**config.mk**
```make
export PLATFORM = sky130hd
export DESIGN_NAME = stream_mux_arb
export DESIGN_NICKNAME = d
export VERILOG_FILES = /design/src/rtl/stream_mux_arb.sv
export SDC_FILE = /design/constraint.sdc
export NUM_CORES = 1
export LEC_CHECK = 0
export CAP_MARGIN = 20
export CORE_MARGIN = 2
export CORE_UTILIZATION = 37
export DETAILED_ROUTE_END_ITERATION = 6
export GPL_TIMING_DRIVEN = 0
export PLACE_DENSITY = 0.89
export SLEW_MARGIN = 20
export SYNTH_ARGS = -nofsm -noshare
export SYNTH_HDL_FRONTEND = slang
export SYNTH_SLANG_ARGS = --single-unit
export TNS_END_PERCENT = 5
```
**constraint.sdc**
```tcl
create_clock -name clk -period 3.6 [get_ports clk]
set_input_delay 0.36 -clock clk [delete_from_list [all_inputs] [get_ports clk]]
set_output_delay 0.36 -clock clk [all_outputs]
set_load 0.05 [all_outputs]
```
**src/rtl/stream_mux_arb.sv**
```systemverilog
// stream_mux_arb: N-input stream multiplexer with a one-entry registered
// output stage. The source channel is either chosen explicitly through `sel`
// (MODE=0) or by a round-robin arbiter (MODE=1) whose priority pointer moves
// only when a word is actually accepted.
//
// Handshake: on every port a word moves on a rising edge where valid and
// ready are both high. Valid never waits on ready. in_ready is high for the
// granted channel only, and only while the output register can take a word
// (it is empty, or its word is being taken in the same cycle).
module stream_mux_arb #(
  parameter int W    = 32,
  parameter int N    = 4,
  parameter int MODE = 0,
  localparam int SW  = $clog2(N)
) (
  input  logic           clk,
  input  logic           rst,
  input  logic [N*W-1:0] in_data,
  input  logic [N-1:0]   in_valid,
  output logic [N-1:0]   in_ready,
  input  logic [SW-1:0]  sel,
  output logic [W-1:0]   out_data,
  output logic           out_valid,
  input  logic           out_ready,
  output logic [SW-1:0]  out_chan
);

  logic          can_load;
  logic [SW-1:0] last;
  logic          grant_vld;
  logic [SW-1:0] grant;
  logic [W-1:0]  grant_data;
  logic          xfer;
  int            scan_idx;

  // Output register can accept a new word when empty or draining this cycle.
  always_comb begin
    can_load = !out_valid || out_ready;
  end

  // Pick the granted channel: explicit select, or first valid channel after
  // the last accepted one (wrapping modulo N, also for non-power-of-two N).
  always_comb begin
    grant_vld = 1'b0;
    grant     = '0;
    scan_idx  = 0;
    if (MODE == 0) begin
      if (int'(sel) < N) begin
        if (in_valid[sel]) begin
          grant_vld = 1'b1;
          grant     = sel;
        end
      end
    end else begin
      for (int k = 1; k <= N; k++) begin
        scan_idx = int'(last) + k;
        if (scan_idx >= N) scan_idx = scan_idx - N;
        if (!grant_vld && in_valid[scan_idx]) begin
          grant_vld = 1'b1;
          grant     = SW'(scan_idx);
        end
      end
    end
  end

  // One-hot ready towards the granted channel; nothing while in reset.
  always_comb begin
    in_ready = '0;
    if (!rst && can_load && grant_vld) in_ready[grant] = 1'b1;
  end

  // Word accepted from the granted channel this cycle.
  always_comb begin
    xfer = |(in_valid & in_ready);
  end

  // Data of the granted channel.
  always_comb begin
    grant_data = '0;
    for (int i = 0; i < N; i++) begin
      if (SW'(i) == grant) grant_data = in_data[i*W +: W];
    end
  end

  // Output register and round-robin pointer; a load wins over a plain drain,
  // so drain+load in one edge keeps out_valid high at one word per cycle.
  always_ff @(posedge clk) begin
    if (rst) begin
      out_valid <= 1'b0;
      out_data  <= '0;
      out_chan  <= '0;
      last      <= SW'(N - 1);
    end else begin
      if (xfer) begin
        out_data  <= grant_data;
        out_chan  <= grant;
        out_valid <= 1'b1;
        last      <= grant;
      end else if (out_ready) begin
        out_valid <= 1'b0;
      end
    end
  end

endmodule

```
Yosys cells after proc, flatten, opt, wreduce, memory -nomap -nowiden
Cells that the tools add are included.

Register bits after elaboration: 35. Output and inout bits: 39. Word-level logic and storage cells: 32. Bits of input ports: 137.

Eq/ne operators: 3. Magnitude comparators: 3. Bitwise gates (word level): 1. Reductions and logical operators: 9. Mux-type cells: 13.

Operators with widths (number): two-way mux 32 bit (4); < comparator 2 x 3 -> 1 bit (second input constant) (2); two-way mux 1 bit (5); AND 4 bit (1); == test 2 bit (first input constant) (2); two-way mux 4 bit (1); OR reduction 4 bit (1); logical AND 1 bit (3); binary-select mux 1 bit (select 2 bit) (1); demux 1 bit (select 2 bit) (1); == test 1 x 2 -> 1 bit (first input constant) (1); >= comparator 2 x 1 -> 1 bit (second input constant) (1); logical NOT 1 bit (2); logical NOT 2 bit (1); two-way mux 2 bit (1); nonzero test 2 bit (1); logical OR 1 bit (1).

Logic depth before layout (Yosys ltp)
Gate-level depths: netlist (run 1).

Word-level depth: 11. Gate-level depth with buffers: 7.

Worst setup path after synthesis (run 1)
No wires, ideal clock.

Path kind: input-to-output. Start: input port in_valid[2]. End: output port in_ready[2]. Required time: 3240 ps. Path slack: 1512 ps. Buffers on the path: 3. Arrival: 1728 ps. Stages on the path: 5. Path through: buf_6 and3b_1 buf_2 buf_2 nor2b_1.

Longest elaborated chain between the ends: 8. Elaborated cells on any way between the ends: 11. Classes of those cells: order compare (2); mux (7); reduce/logical (2).

RTL lines: start, declared (line 19) `input logic [N-1:0] in_valid,`; binary-select mux 1 bit (select 2 bit) * (line 49) `if (in_valid[sel]) begin`; two-way mux 1 bit (implied by the code) * (line 49); two-way mux 2 bit (line 49); < comparator 2 x 3 -> 1 bit (implied by the code) / >= comparator 2 x 1 -> 1 bit (equally long branches) (line 69) `if (!rst && can_load && grant_vld) in_ready[grant] = 1'b1;`; logical AND 1 bit (implied by the code) (line 69); two-way mux 1 bit (implied by the code) (line 69); demux 1 bit (select 2 bit) (line 69); two-way mux 4 bit * (line 69); end, declared (line 20) `output logic [N-1:0] in_ready,`.

Mark *: on every way between the ends. The rest lies on a longest branch, timed or not. The select of a mux whose other input is x is not followed.

Final worst setup path (run 1)
Start: input port sel[0]. End: output port in_ready[0].

Longest elaborated chain between the ends: 8. Elaborated cells on any way between the ends: 11. Classes of those cells: order compare (2); mux (7); reduce/logical (2).

RTL lines: start, declared (line 21) `input logic [SW-1:0] sel,`; binary-select mux 1 bit (select 2 bit) (line 49); two-way mux 1 bit (implied by the code) (line 49); two-way mux 2 bit (line 49); < comparator 2 x 3 -> 1 bit (implied by the code) / >= comparator 2 x 1 -> 1 bit (equally long branches) (line 69); logical AND 1 bit (implied by the code) (line 69); two-way mux 1 bit (implied by the code) (line 69); demux 1 bit (select 2 bit) (line 69); two-way mux 4 bit * (line 69).

Marked as above.

==> flow_metrics.env, run 1 <==
export IMPL_syn_inst=248
export IMPL_port_buffers=173
export IMPL_cp_cell_sequence="clkdlybuf4s50_1 -> buf_2 -> mux2_4 -> a21oi_4 -> buf_2 -> and2_1 -> clkdlybuf4s50_1"
export IMPL_tns_ns=0
export IMPL_worstSetupEndpointType="output pin"
export IMPL_hold_path_class="reg -> reg"
export IMPL_cts_buffer_depth=2
export IMPL_rr_endpoint="out_data[22]"
export IMPL_final_cell_mix="clkdlybuf4s50_1 (173), dfxtp_1 (35), nor2_1 (33)"
export IMPL_start_util=0.388
export IMPL_syn_area_per_cell_um2=9.42
export IMPL_antenna_found_initial=0
export IMPL_synth_nets=385
export IMPL_powerDensity_nw_per_um2=303
export IMPL_path_clk_slew_ns=0.07
export IMPL_core_area_um2=6030
export IMPL_die_w_um=83.5
export IMPL_route_detailed_drc=0
export IMPL_io_pins=176
export IMPL_dr_pass1_iters=5
export IMPL_grt_start_max_net_pins=11
export IMPL_finalHoldViolCount=0
export IMPL_clock_skew_ns=0.00288
export IMPL_grtUsageTotal=0.244
export IMPL_r2r_slack_ns=2.17
export IMPL_drt_iter0_drc=103
export IMPL_crit_required_ns=3.24
export IMPL_regToRegStartpoint="out_valid"
export IMPL_hold_end="out_chan[1]"
export IMPL_setup_viol=0
export IMPL_grt_pass1_vias=2863
export IMPL_place_hpwl_um=7080
export IMPL_routedWlPerCell_um=17.5
export IMPL_dr_total_vias=2820
export IMPL_slew_viol_final=0
export IMPL_layout_commonest_cell="clkdlybuf4s50_1"
export IMPL_cp_start_kind="input pin"
export IMPL_numCtsBuffers=5
export IMPL_critPathMaxFanout=10
export IMPL_root_buffer="clkbuf_8"
export IMPL_ys_ff_latch=35
export IMPL_num_rows=28
export IMPL_ir_drop_mv=0.188
export IMPL_fp_dieH_um=83.5
export IMPL_tightest_slew_ns=0.699
export IMPL_rsz0062_at_grt="false"
export IMPL_gp_congestion=0.823
export IMPL_hold_depth=2
export IMPL_ys_seq_area_frac=0.300
export IMPL_cts_tree="built"
export IMPL_cts_sinks=35
export IMPL_hold_ws_ns=0.464
export IMPL_max_cap_violations=0
export IMPL_ys_warn_count=0
export IMPL_dpl_cell_area_um2=4160
export IMPL_post_route_min_period_ns=3.39
export IMPL_die_area_um2=6970
export IMPL_arrival_ns=3.03
export IMPL_clkLatencyLatePin_ns=0.28
export IMPL_wl_um=8780
export IMPL_fmax_ghz=0.295
export IMPL_period_share=0.940
export IMPL_syn_cell_area_um2=2340
export IMPL_globalRoute_totalOverflow=0
export IMPL_cp_slowest_stage_delay_ns=0.81
export IMPL_antenna_diode_count=0
export IMPL_grt_pass1_wl_um=14000
export IMPL_status="completed"
export IMPL_finalNetCount=565
export IMPL_crit_type="in -> out"
export IMPL_leakage_nw=1.49
export IMPL_vias_per_cell=5.62
export IMPL_drive_above_1_share=0.131
export IMPL_r2r_cells=6
export IMPL_h_tree_depth=2
export IMPL_final_antenna_net_count=0
export IMPL_area_growth_pct=81.2
export IMPL_cts_setup_buffers=0
export IMPL_ys_types=35
export IMPL_postCtsHoldBufs=0
export IMPL_relSlewSlack=0.534
export IMPL_cts_resized=0
export IMPL_design_area_um2=4240
export IMPL_min_delay_start="out_chan[1]"
export IMPL_cp_slowest_cell="clkdlybuf4s50_1"
[synth_stat cells]
| library cell | number | area (um^2) |
|---|---|---|
| mux2i_1 | 4 | 40.0 |
| nand3_1 | 2 | 10.0 |
| or4_1 | 1 | 7.51 |
| clkbuf_1 | 11 | 41.3 |
| and3b_1 | 2 | 17.5 |
| a32o_1 | 5 | 50.1 |
| dfxtp_1 | 35 | 701 |
| and3b_4 | 1 | 12.5 |
| a311oi_1 | 4 | 35.0 |
| and2_1 | 2 | 12.5 |
| o21ai_0 | 7 | 35.0 |
| mux2_4 | 1 | 15.0 |
| mux4_2 | 1 | 22.5 |
| and3_1 | 1 | 6.26 |
| nand2b_1 | 3 | 18.8 |
| mux2_2 | 4 | 45.0 |
| a221o_1 | 1 | 10.0 |
| a311oi_2 | 6 | 90.1 |
| buf_2 | 10 | 50.1 |
| buf_6 | 5 | 56.3 |
| a21boi_0 | 5 | 37.5 |
| a22o_1 | 22 | 193 |
| o211ai_1 | 1 | 7.51 |
| nor2b_1 | 5 | 31.3 |
| a21oi_4 | 1 | 16.3 |
| a22oi_1 | 9 | 67.6 |
| a2111oi_0 | 1 | 8.76 |
| o2bb2ai_1 | 4 | 35.0 |
| buf_1 | 1 | 3.75 |
| inv_1 | 4 | 15.0 |
| nand2_1 | 8 | 30.0 |
| a211oi_2 | 22 | 275 |
| a221oi_1 | 23 | 201 |
| a21oi_1 | 3 | 15.0 |
| nor2_1 | 33 | 124 |
[where the power goes]
group | leakage (nW) | internal, mW | switching, mW
registers | 0.288 | 0.422 | 0.0178
logic | 1.17 | 0.283 | 0.301
clock network | 0.0371 | 0.129 | 0.129
total | 1.49 | 0.834 | 0.448
[layout make-up]
| type | instances | area (um^2) |
|---|---|---|
| Buffer | 27 | 151 |
| Clock buffer | 6 | 72.6 |
| Fill cell | 485 | 1790 |
| Inverter | 4 | 15.0 |
| Multi-Input combinational cell | 182 | 1470 |
| Sequential cell | 35 | 701 |
| Tap cell | 75 | 93.8 |
| Timing Repair Buffer | 173 | 1730 |
[cells by family (layout without fill, tap and decap cells)]
logic type,after synthesis,after routing,share of synthesized area
simple gates,58,58,0.116
flops,35,35,0.300
compound gates,114,114,0.461
buf+inv,31,210,0.0712
mux,10,10,0.0525
[state kept, by name, indices dropped and copies added, names as in the netlist]
register / cells
out_chan: 2
out_data: 32
out_valid: 1
[worst max-delay path, delay by kind of cell]
| kind | cells | cell delay, ns |
|---|---|---|
| AND/OR/NAND/NOR | 1 | 0.16 |
| buffers and inverters | 4 | 1.89 |
| multiplexers | 1 | 0.36 |
| AO/OA/AOI/OAI | 1 | 0.25 |
[how the worst max path moves through the flow]
stage          slack, ns  depth (start not counted)           to         from
2_1_floorplan       1.51                          5  in_ready[2]  in_valid[2]
3_3_place_gp        0.24                          7  in_ready[0]       sel[0]
3_5_place_dp        0.20                          7  in_ready[0]       sel[0]
4_1_cts             0.19                          7  in_ready[0]       sel[0]
5_1_grt             0.08                          7  in_ready[0]       sel[0]
6_report            0.21                          7  in_ready[0]       sel[0]
[per-layer routing]
layer / up-vias / global-route usage / part of all wire / wire (um)
met1: 1303 / 0.283 / 0.39 / 3460
met5: - / 0 / 0 / 0
met3: 12 / 0.0692 / 0.087 / 761
li1: 1350 / - / - / -
met2: 155 / 0.441 / 0.50 / 4430
met4: 0 / 0.0630 / 0.015 / 133
[per-stage QoR]
step	util	cells	power (mW)	worst slack [ns]
after global routing	0.703	502	1.34	0.0799
after CTS	0.703	502	1.29	0.195
after detailed placement	0.691	496	1.03	0.197
after floorplan	-	248	0.764	1.51
after global placement	0.691	496	1.02	0.243
final	0.703	502	1.28	0.215
Note: power is estimated with default switching activity, not from simulation.
==> run 2, diff against run 1 <==
--- a/config.mk
+++ b/config.mk
@@ -5,6 +5,7 @@
 export SDC_FILE = /design/constraint.sdc
 export NUM_CORES = 1
 export LEC_CHECK = 0
+export ABC_CLOCK_PERIOD_IN_PS = 3600
 export CAP_MARGIN = 20
 export CORE_MARGIN = 2
 export CORE_UTILIZATION = 37
==> results of run 2 <==
The final DEF is identical to that of run 1; final timing and power are the same.
